[config.mk]
export PLATFORM = sky130hd
export DESIGN_NAME = video_timing_gen
export DESIGN_NICKNAME = d
export VERILOG_FILES = /design/src/rtl/video_timing_gen.sv
export SDC_FILE = /design/constraint.sdc
export NUM_CORES = 1
export LEC_CHECK = 0
export CAP_MARGIN = 20
export CELL_PAD_IN_SITES_DETAIL_PLACEMENT = 1
export CELL_PAD_IN_SITES_GLOBAL_PLACEMENT = 1
export CORE_MARGIN = 3
export CORE_UTILIZATION = 35
export CTS_CLUSTER_DIAMETER = 60
export CTS_CLUSTER_SIZE = 14
export DETAILED_ROUTE_END_ITERATION = 6
export HOLD_SLACK_MARGIN = 0.15
export PLACE_DENSITY_LB_ADDON = 0.1
export SETUP_SLACK_MARGIN = 0.02
export SYNTH_ARGS = -nofsm -noshare
export SYNTH_HDL_FRONTEND = slang
export SYNTH_SLANG_ARGS = --single-unit
export TNS_END_PERCENT = 50
[constraint.sdc]
create_clock -name clk -period 2.6 [get_ports clk]
set_input_delay 0.39 -clock clk [delete_from_list [all_inputs] [get_ports clk]]
set_output_delay 0.39 -clock clk [all_outputs]
set_load 0.02 [all_outputs]
[src/rtl/video_timing_gen.sv]
// Raster timing generator: free-running pixel/line counters, active-area flag,
// line/frame pulses, sync and blanking, plus delay-matched sync/blank copies.
module video_timing_gen #(
  parameter int   H_ACTIVE   = 640,
  parameter int   H_FP       = 16,
  parameter int   H_SYNC     = 96,
  parameter int   H_BP       = 48,
  parameter int   V_ACTIVE   = 480,
  parameter int   V_FP       = 10,
  parameter int   V_SYNC     = 2,
  parameter int   V_BP       = 33,
  parameter logic HSYNC_POL  = 1'b0,
  parameter logic VSYNC_POL  = 1'b0,
  parameter int   PIPE_DELAY = 2,
  parameter int   X_W        = 11,
  parameter int   Y_W        = 10
) (
  input  logic           clk,
  input  logic           rst_n,
  output logic [X_W-1:0] x,
  output logic [Y_W-1:0] y,
  output logic           active,
  output logic           line_start,
  output logic           frame_start,
  output logic           hsync,
  output logic           vsync,
  output logic           is_blanking,
  output logic           hsync_d,
  output logic           vsync_d,
  output logic           is_blanking_d
);

  localparam int H_TOTAL = H_ACTIVE + H_FP + H_SYNC + H_BP;
  localparam int V_TOTAL = V_ACTIVE + V_FP + V_SYNC + V_BP;

  localparam logic [X_W-1:0] X_LAST = X_W'(H_TOTAL - 1);
  localparam logic [X_W-1:0] X_ZERO = {X_W{1'b0}};
  localparam logic [X_W-1:0] X_ONE  = X_W'(1);
  localparam logic [Y_W-1:0] Y_LAST = Y_W'(V_TOTAL - 1);
  localparam logic [Y_W-1:0] Y_ZERO = {Y_W{1'b0}};
  localparam logic [Y_W-1:0] Y_ONE  = Y_W'(1);

  // Range bounds kept 32 bits wide so a sync end equal to the total never wraps.
  localparam logic [31:0] H_ACT_END = 32'(H_ACTIVE);
  localparam logic [31:0] HS_START  = 32'(H_ACTIVE + H_FP);
  localparam logic [31:0] HS_END    = 32'(H_ACTIVE + H_FP + H_SYNC);
  localparam logic [31:0] V_ACT_END = 32'(V_ACTIVE);
  localparam logic [31:0] VS_START  = 32'(V_ACTIVE + V_FP);
  localparam logic [31:0] VS_END    = 32'(V_ACTIVE + V_FP + V_SYNC);

  localparam logic [2:0] DLY_IDLE = {~HSYNC_POL, ~VSYNC_POL, 1'b1};

  logic [X_W-1:0] x_q, x_d;
  logic [Y_W-1:0] y_q, y_d;
  logic           active_q, active_d;
  logic           ls_q, ls_d;
  logic           fs_q, fs_d;
  logic           hs_q, hs_d;
  logic           vs_q, vs_d;
  logic           blank_q, blank_d;
  logic           h_act_s, v_act_s, h_sync_s, v_sync_s;

  // Next counter position: x wraps at the line end and carries into y.
  always_comb begin
    x_d = x_q;
    y_d = y_q;
    if (x_q == X_LAST) begin
      x_d = X_ZERO;
      if (y_q == Y_LAST) begin
        y_d = Y_ZERO;
      end else begin
        y_d = y_q + Y_ONE;
      end
    end else begin
      x_d = x_q + X_ONE;
      y_d = y_q;
    end
  end

  // Flags decoded from the next position so they register alongside x/y.
  always_comb begin
    h_act_s  = (32'(x_d) < H_ACT_END);
    v_act_s  = (32'(y_d) < V_ACT_END);
    h_sync_s = (32'(x_d) >= HS_START) && (32'(x_d) < HS_END);
    v_sync_s = (32'(y_d) >= VS_START) && (32'(y_d) < VS_END);
    active_d = h_act_s & v_act_s;
    blank_d  = ~(h_act_s & v_act_s);
    ls_d     = (x_d == X_ZERO);
    fs_d     = (x_d == X_ZERO) && (y_d == Y_ZERO);
    hs_d     = h_sync_s ? HSYNC_POL : ~HSYNC_POL;
    vs_d     = v_sync_s ? VSYNC_POL : ~VSYNC_POL;
  end

  // Counter and undelayed output registers.
  always_ff @(posedge clk or negedge rst_n) begin
    if (!rst_n) begin
      x_q      <= X_LAST;
      y_q      <= Y_LAST;
      active_q <= 1'b0;
      ls_q     <= 1'b0;
      fs_q     <= 1'b0;
      hs_q     <= ~HSYNC_POL;
      vs_q     <= ~VSYNC_POL;
      blank_q  <= 1'b1;
    end else begin
      x_q      <= x_d;
      y_q      <= y_d;
      active_q <= active_d;
      ls_q     <= ls_d;
      fs_q     <= fs_d;
      hs_q     <= hs_d;
      vs_q     <= vs_d;
      blank_q  <= blank_d;
    end
  end

  assign x           = x_q;
  assign y           = y_q;
  assign active      = active_q;
  assign line_start  = ls_q;
  assign frame_start = fs_q;
  assign hsync       = hs_q;
  assign vsync       = vs_q;
  assign is_blanking = blank_q;

  // Delay line packs {hsync, vsync, blanking}; stage 0 is fed by the registered outputs.
  if (PIPE_DELAY == 0) begin : g_no_dly
    assign hsync_d       = hs_q;
    assign vsync_d       = vs_q;
    assign is_blanking_d = blank_q;
  end else begin : g_dly
    logic [PIPE_DELAY-1:0][2:0] dly_q, dly_d;

    // Shift one stage per clock.
    always_comb begin
      dly_d    = dly_q;
      dly_d[0] = {hs_q, vs_q, blank_q};
      for (int i = 1; i < PIPE_DELAY; i++) begin
        dly_d[i] = dly_q[i-1];
      end
    end

    // Delay stages reset to idle sync levels with blanking asserted.
    always_ff @(posedge clk or negedge rst_n) begin
      if (!rst_n) begin
        dly_q <= {PIPE_DELAY{DLY_IDLE}};
      end else begin
        dly_q <= dly_d;
      end
    end

    assign hsync_d       = dly_q[PIPE_DELAY-1][2];
    assign vsync_d       = dly_q[PIPE_DELAY-1][1];
    assign is_blanking_d = dly_q[PIPE_DELAY-1][0];
  end

endmodule

# After elaboration in Yosys (flattened, before gate mapping)
# Cells that the tools add are included.
# totals
word_cells	32
register_bits	33
in_bits	2
out_inout_bits	30
# classes
muxes	5
n_reduce_logical	5
n_lt_le_gt_ge	6
n_addsub	2
bitwise_logic	2
n_eq_ne	2
# op_table
operator	count
$lt 11x10->1 const B	2
$lt 10x9->1 const B	2
$mux 10	2
$add 11x1->11 const B	1
$eq 11x10->1 const B	1
$ge 11x10->1 const B	1
$logic_not 11->1	1
$mux 11	1
$add 10x1->10 const B	1
$eq 10x10->1 const B	1
$ge 10x9->1 const B	1
$logic_not 10->1	1
$logic_and 1x1->1	3
$mux 1	2
$and 1x1->1	1
$not 1->1	1

# Depth between registers and ports, before layout
# Gate-level depths: netlist of the first run.
# depth
ltp_word	6
ltp_mapped	10
depth_no_buf	8

# Worst setup path before layout of the first run
# OpenSTA, ideal clock, no wires.
# synth_path
path_kind	reg2reg
start	register x_q[0] (netlist: x[0])
end	register active_q (netlist: active)
synth_period_minus_slack_ps	2575
slack_ps	25
setup_time_ps	120
arrival_ps	2455
n_path_buf	1
path_stages_with_launch	9
required_time_ps	2480
path_cell_list	dfstp_2 -> ha_1 -> and4_1 -> buf_4 -> nand3_1 -> or3_1 -> xor2_1 -> or4_1 -> and3_1
# synth_between
elab_chain_len	4
word_cells_on_any_way	7
classes_between	1 x add/sub; 2 x order compare; 1 x eq/ne; 2 x mux; 1 x bitwise
# synth_lines
element	line	rtl
start, declared	53	logic [X_W-1:0] x_q, x_d;
start signal, assigned	97	x_q <= X_LAST;
start signal, assigned	106	x_q <= x_d;
$add 11x1->11 / $eq 11x10->1 (equally long branches)	75, 67	
$mux 11 / $mux 10 (equally long branches)	67	if (x_q == X_LAST) begin
$lt 11x10->1 / $lt 10x9->1 (equally long branches)	82, 83	
$and 1x1->1 *	86	active_d = h_act_s & v_act_s;
named net active_d	55	logic active_q, active_d;
end signal, assigned	108	active_q <= active_d;
end, declared	55	
# The timed path passes the listed nets; every way through them passes the cells marked *.

# Final worst setup path of the first run
# layout_path
start	register x_q[0] (netlist: x[0])
end	register fs_q (netlist: frame_start)
# layout_between
elab_chain_len	4
word_cells_on_any_way	7
classes_between	1 x add/sub; 1 x eq/ne; 2 x mux; 3 x reduce/logical
# layout_lines
element	line	rtl
$add 11x1->11 / $eq 11x10->1 (equally long branches)	75, 67	
$mux 11 / $mux 10 (equally long branches)	67	
$logic_not 11->1 / $logic_not 10->1 (equally long branches)	89	fs_d = (x_d == X_ZERO) && (y_d == Y_ZERO);
$logic_and 1x1->1 *	89	
named net fs_d	57	logic fs_q, fs_d;
end signal, assigned	110	fs_q <= fs_d;
end, declared	57	
# Marked as above.

==> reports/results.txt, run 1 <==
final setup vio count = 0
crit path max-delay cell type = dfstp_2
largest net degree at the start of global routing = 34
Comb power frac = 1.2%
remaining antenna violation count = 0
worst hold path cell count = 0
Final period util = 97.3%
leakage = 0.881 nW
critical path endpoint category = flip-flop
crit-path cells = ha_4, and4_4, buf_6, and3_4, buf_8, a21oi_1, a21o_1, or4_4, nor4_2
post-synthesis adder-cell area fraction = 2.21%
DIE WIDTH = 75.7 um
sequential cell area fraction in the yosys report = 50.0%
Worst Tran Pin Value = 0.416 ns
Final Non-Filler Cells = 262
CTS tree = done
mean post-synth cell area = 9.99 um2
Required @ worst endpoint = 2.79 ns
max_cap viols = 0
slew margin rel. = 72.3%
post-synth cell types = 42
# H-tree levels = 2
initial antenna violation count = 0
Reg2Reg Depth = 9
Syn Nets = 175
DRT Wirelength = 4400 um
DRC viols = 0
CP max stage delay = 0.59 ns
Tmin final = 2.53 ns
Seq pwr share = 50.2%
area of placed instances = 2090 um2
Total GRT Usage = 16.4%
Worst EP arrival = 2.72 ns
Max Slew Vio Count = 0
Worst Skew = 0.0108 ns
Vias = 1421
FP Rows = 24
placer's final routability congestion estimate = 0.877
Synth Flop Type = dfstp_2
Initial Utilization = 37.7%
Int Power = 0.000830 W
post-synth top area share = 29.4%
DRT Pass-1 Iters = 4
net switching power figure = 0.000196 W
# diodes = 0
Synth Area in Simple Gates = 23.5%
Sw Share = 19.1%
ratio of cells with drive above 1 in the final layout = 23.8%
Synth area leaders = dfstp_2 (29%), dfrtp_1 (21%), xnor2_1 (5.2%)
fin area = 2280 um2
area grow syn2layout = 34.2%
Post-Synth XOR/XNOR Area = 7.22%
global route overflow = 0
Final Hold Fails = 0
Final Power = 0.00103 W
fraction of registers with async set/reset = 100%
Synth Register Bits = 33
Worst Setup Start Kind = flip-flop
Post-synth top cells = dfstp_2 (19), dfrtp_1 (14), inv_1 (12), nand3_1 (12), o21ai_0 (12)
Post-synth EDFFs = 0
CP max FO = 14
worst min path class = flip-flop to flip-flop
global-route wire length before repair = 7090 um
largest area contributor in the netlist = dfstp_2
clock slew at reported path FFs = 0.08 ns
Num CTS Buffers = 5
DRT iter0 DRCs = 61
chip height = 75.7 um
root buffer cell = clkbuf_8
critical path class = flip-flop to flip-flop
port buffer count = 31
# IOs = 32
Clk pwr share = 48.6%
Wirelength per Cell = 16.8 um
mux cell area share after synthesis = 0.663%
clk_lat worst skew = 0.29 ns
placed insts = 251
Min Hold Slack = 0.356 ns
largest family of logic cells by synthesized area = simple AND/OR/NAND/NOR gates
Ys Warns = 0
Max VDD drop = 0.231 mV
RSZ-0062 raised after global routing = true
CTS max path bufs = 2
routed vias/inst = 5.42
hold-fix buffers at CTS = 0
core area = 4500 um2
Synth Cell Area = 1700 um2
total clock sinks = 33
Die ar. = 5720 um2
flop2flop setup slack = 0.07 ns
count leader, synth = dfstp_2
Compound-Gate Fraction of Synth Area = 11.0%
net count reported at finish = 214
status = finished, final reports clean
Max Fclk = 0.395 GHz
number of global-route vias before repair = 1475
DP Wirelength = 3170 um
Synth Instances = 170
pwr dens = 450 nW/um2
[per-layer routing]
layer / up-vias / GRT usage, % / part of all wire, %
met3: 5 / 3.83 / 3.0
met2: 26 / 26.1 / 47
met5: - / 0 / 0
met4: 0 / 5.05 / 1.0
li1: 686 / - / -
met1: 704 / 22.2 / 49
[flip-flops by register name (all words and copies together), names as in the netlist]
register       count
frame_start        1
y                 10
g_dly.dly_d        3
active             1
line_start         1
is_blanking_d      1
hsync              1
is_blanking        1
vsync              1
x                 11
hsync_d            1
vsync_d            1
[layout by cell type, fill, tap and decap left out, types with 3 or more instances in the layout]
| master | count |
|---|---|
| a21oi_1 | 4 |
| inv_1 | 12 |
| clkdlybuf4s50_1 | 31 |
| nand2_1 | 10 |
| nand3_1 | 11 |
| and3_1 | 3 |
| or3_1 | 4 |
| dfstp_2 | 19 |
| nand4_1 | 7 |
| xor2_1 | 4 |
| nor2_1 | 7 |
| o21ai_0 | 12 |
| dfrtp_1 | 13 |
| clkbuf_8 | 6 |
| xnor2_1 | 9 |
| nor3_1 | 5 |
| nand2b_1 | 3 |
| buf_4 | 9 |
[area by class of cell]
class | count | area, um2
repair buffers | 42 | 404
well taps | 52 | 65.1
clock inverters | 1 | 30.0
flip-flops and latches | 33 | 851
multi-input cells | 115 | 797
clock buffers | 7 | 86.3
inverters | 12 | 45.0
fillers | 523 | 2230
[critical path: cells and delay by family, from the launching register on]
kind                     cells  cell delay, ns
AND/OR/NAND/NOR              4            1.19
flip-flops                   1            0.59
buffers and inverters        2            0.26
AO/OA/AOI/OAI                2            0.26
adder cells (fa/ha/maj)      1            0.14
[cell families (layout without fill, tap and decap cells)]
group / Yosys count / in the layout
xor+xnor: 14 / 14
fa+ha+maj: 3 / 3
mux: 1 / 1
buf+inv: 22 / 62
flops: 33 / 33
simple gates: 68 / 68
compound gates: 29 / 29
[per-stage QoR]
| step | setup WS (ns) | utilization (%) | TNS (ns) |
|---|---|---|---|
| after floorplan | 0.0254 | - | 0 |
| after global placement | 0.134 | 46.3 | 0 |
| after detailed placement | 0.0847 | 46.3 | 0 |
| after CTS | 0.0504 | 48.9 | 0 |
| after global routing | -0.0285 | 50.6 | -0.0285 |
| final | 0.0692 | 50.6 | 0 |
[power groups by stage]
stage / Clock, W / Combinational [W] / Sequential, W
6_report: 0.000498 / 0.0000120 / 0.000515
3_5_place_dp: 0 / 0.0000132 / 0.000523
2_1_floorplan: 0 / 0.000000000286 / 0.000523
3_3_place_gp: 0 / 0.0000126 / 0.000523
4_1_cts: 0.000517 / 0.0000132 / 0.000515
5_1_grt: 0.000535 / 0.0000141 / 0.000514
[timing repair]
action,4_1_cts,5_1_grt
setup endpoints to repair,0,3
resized for setup,0,12
endpoints found under the hold margin,0,0
setup buffers,0,3
[worst paths after layout]
kind | startpoint | end
max | x[0]$_DFF_PN1_ | frame_start$_DFF_PN0_
min | g_dly.dly_d[5]$_DFF_PN1_ | hsync_d$_DFF_PN1_
max reg2reg | x[0]$_DFF_PN1_ | frame_start$_DFF_PN0_
min reg2reg | g_dly.dly_d[5]$_DFF_PN1_ | hsync_d$_DFF_PN1_
max in group asynchronous | rst_n | hsync$_DFF_PN1_
min in group asynchronous | rst_n | x[5]$_DFF_PN0_
No activity file was read; power rests on OpenSTA's default activity.
==> run 2, diff against run 1 <==
CAP_MARGIN = 10   (was 20)
==> results of run 2 <==
Same layout as run 1: the final DEF is identical, and so are final timing and power.
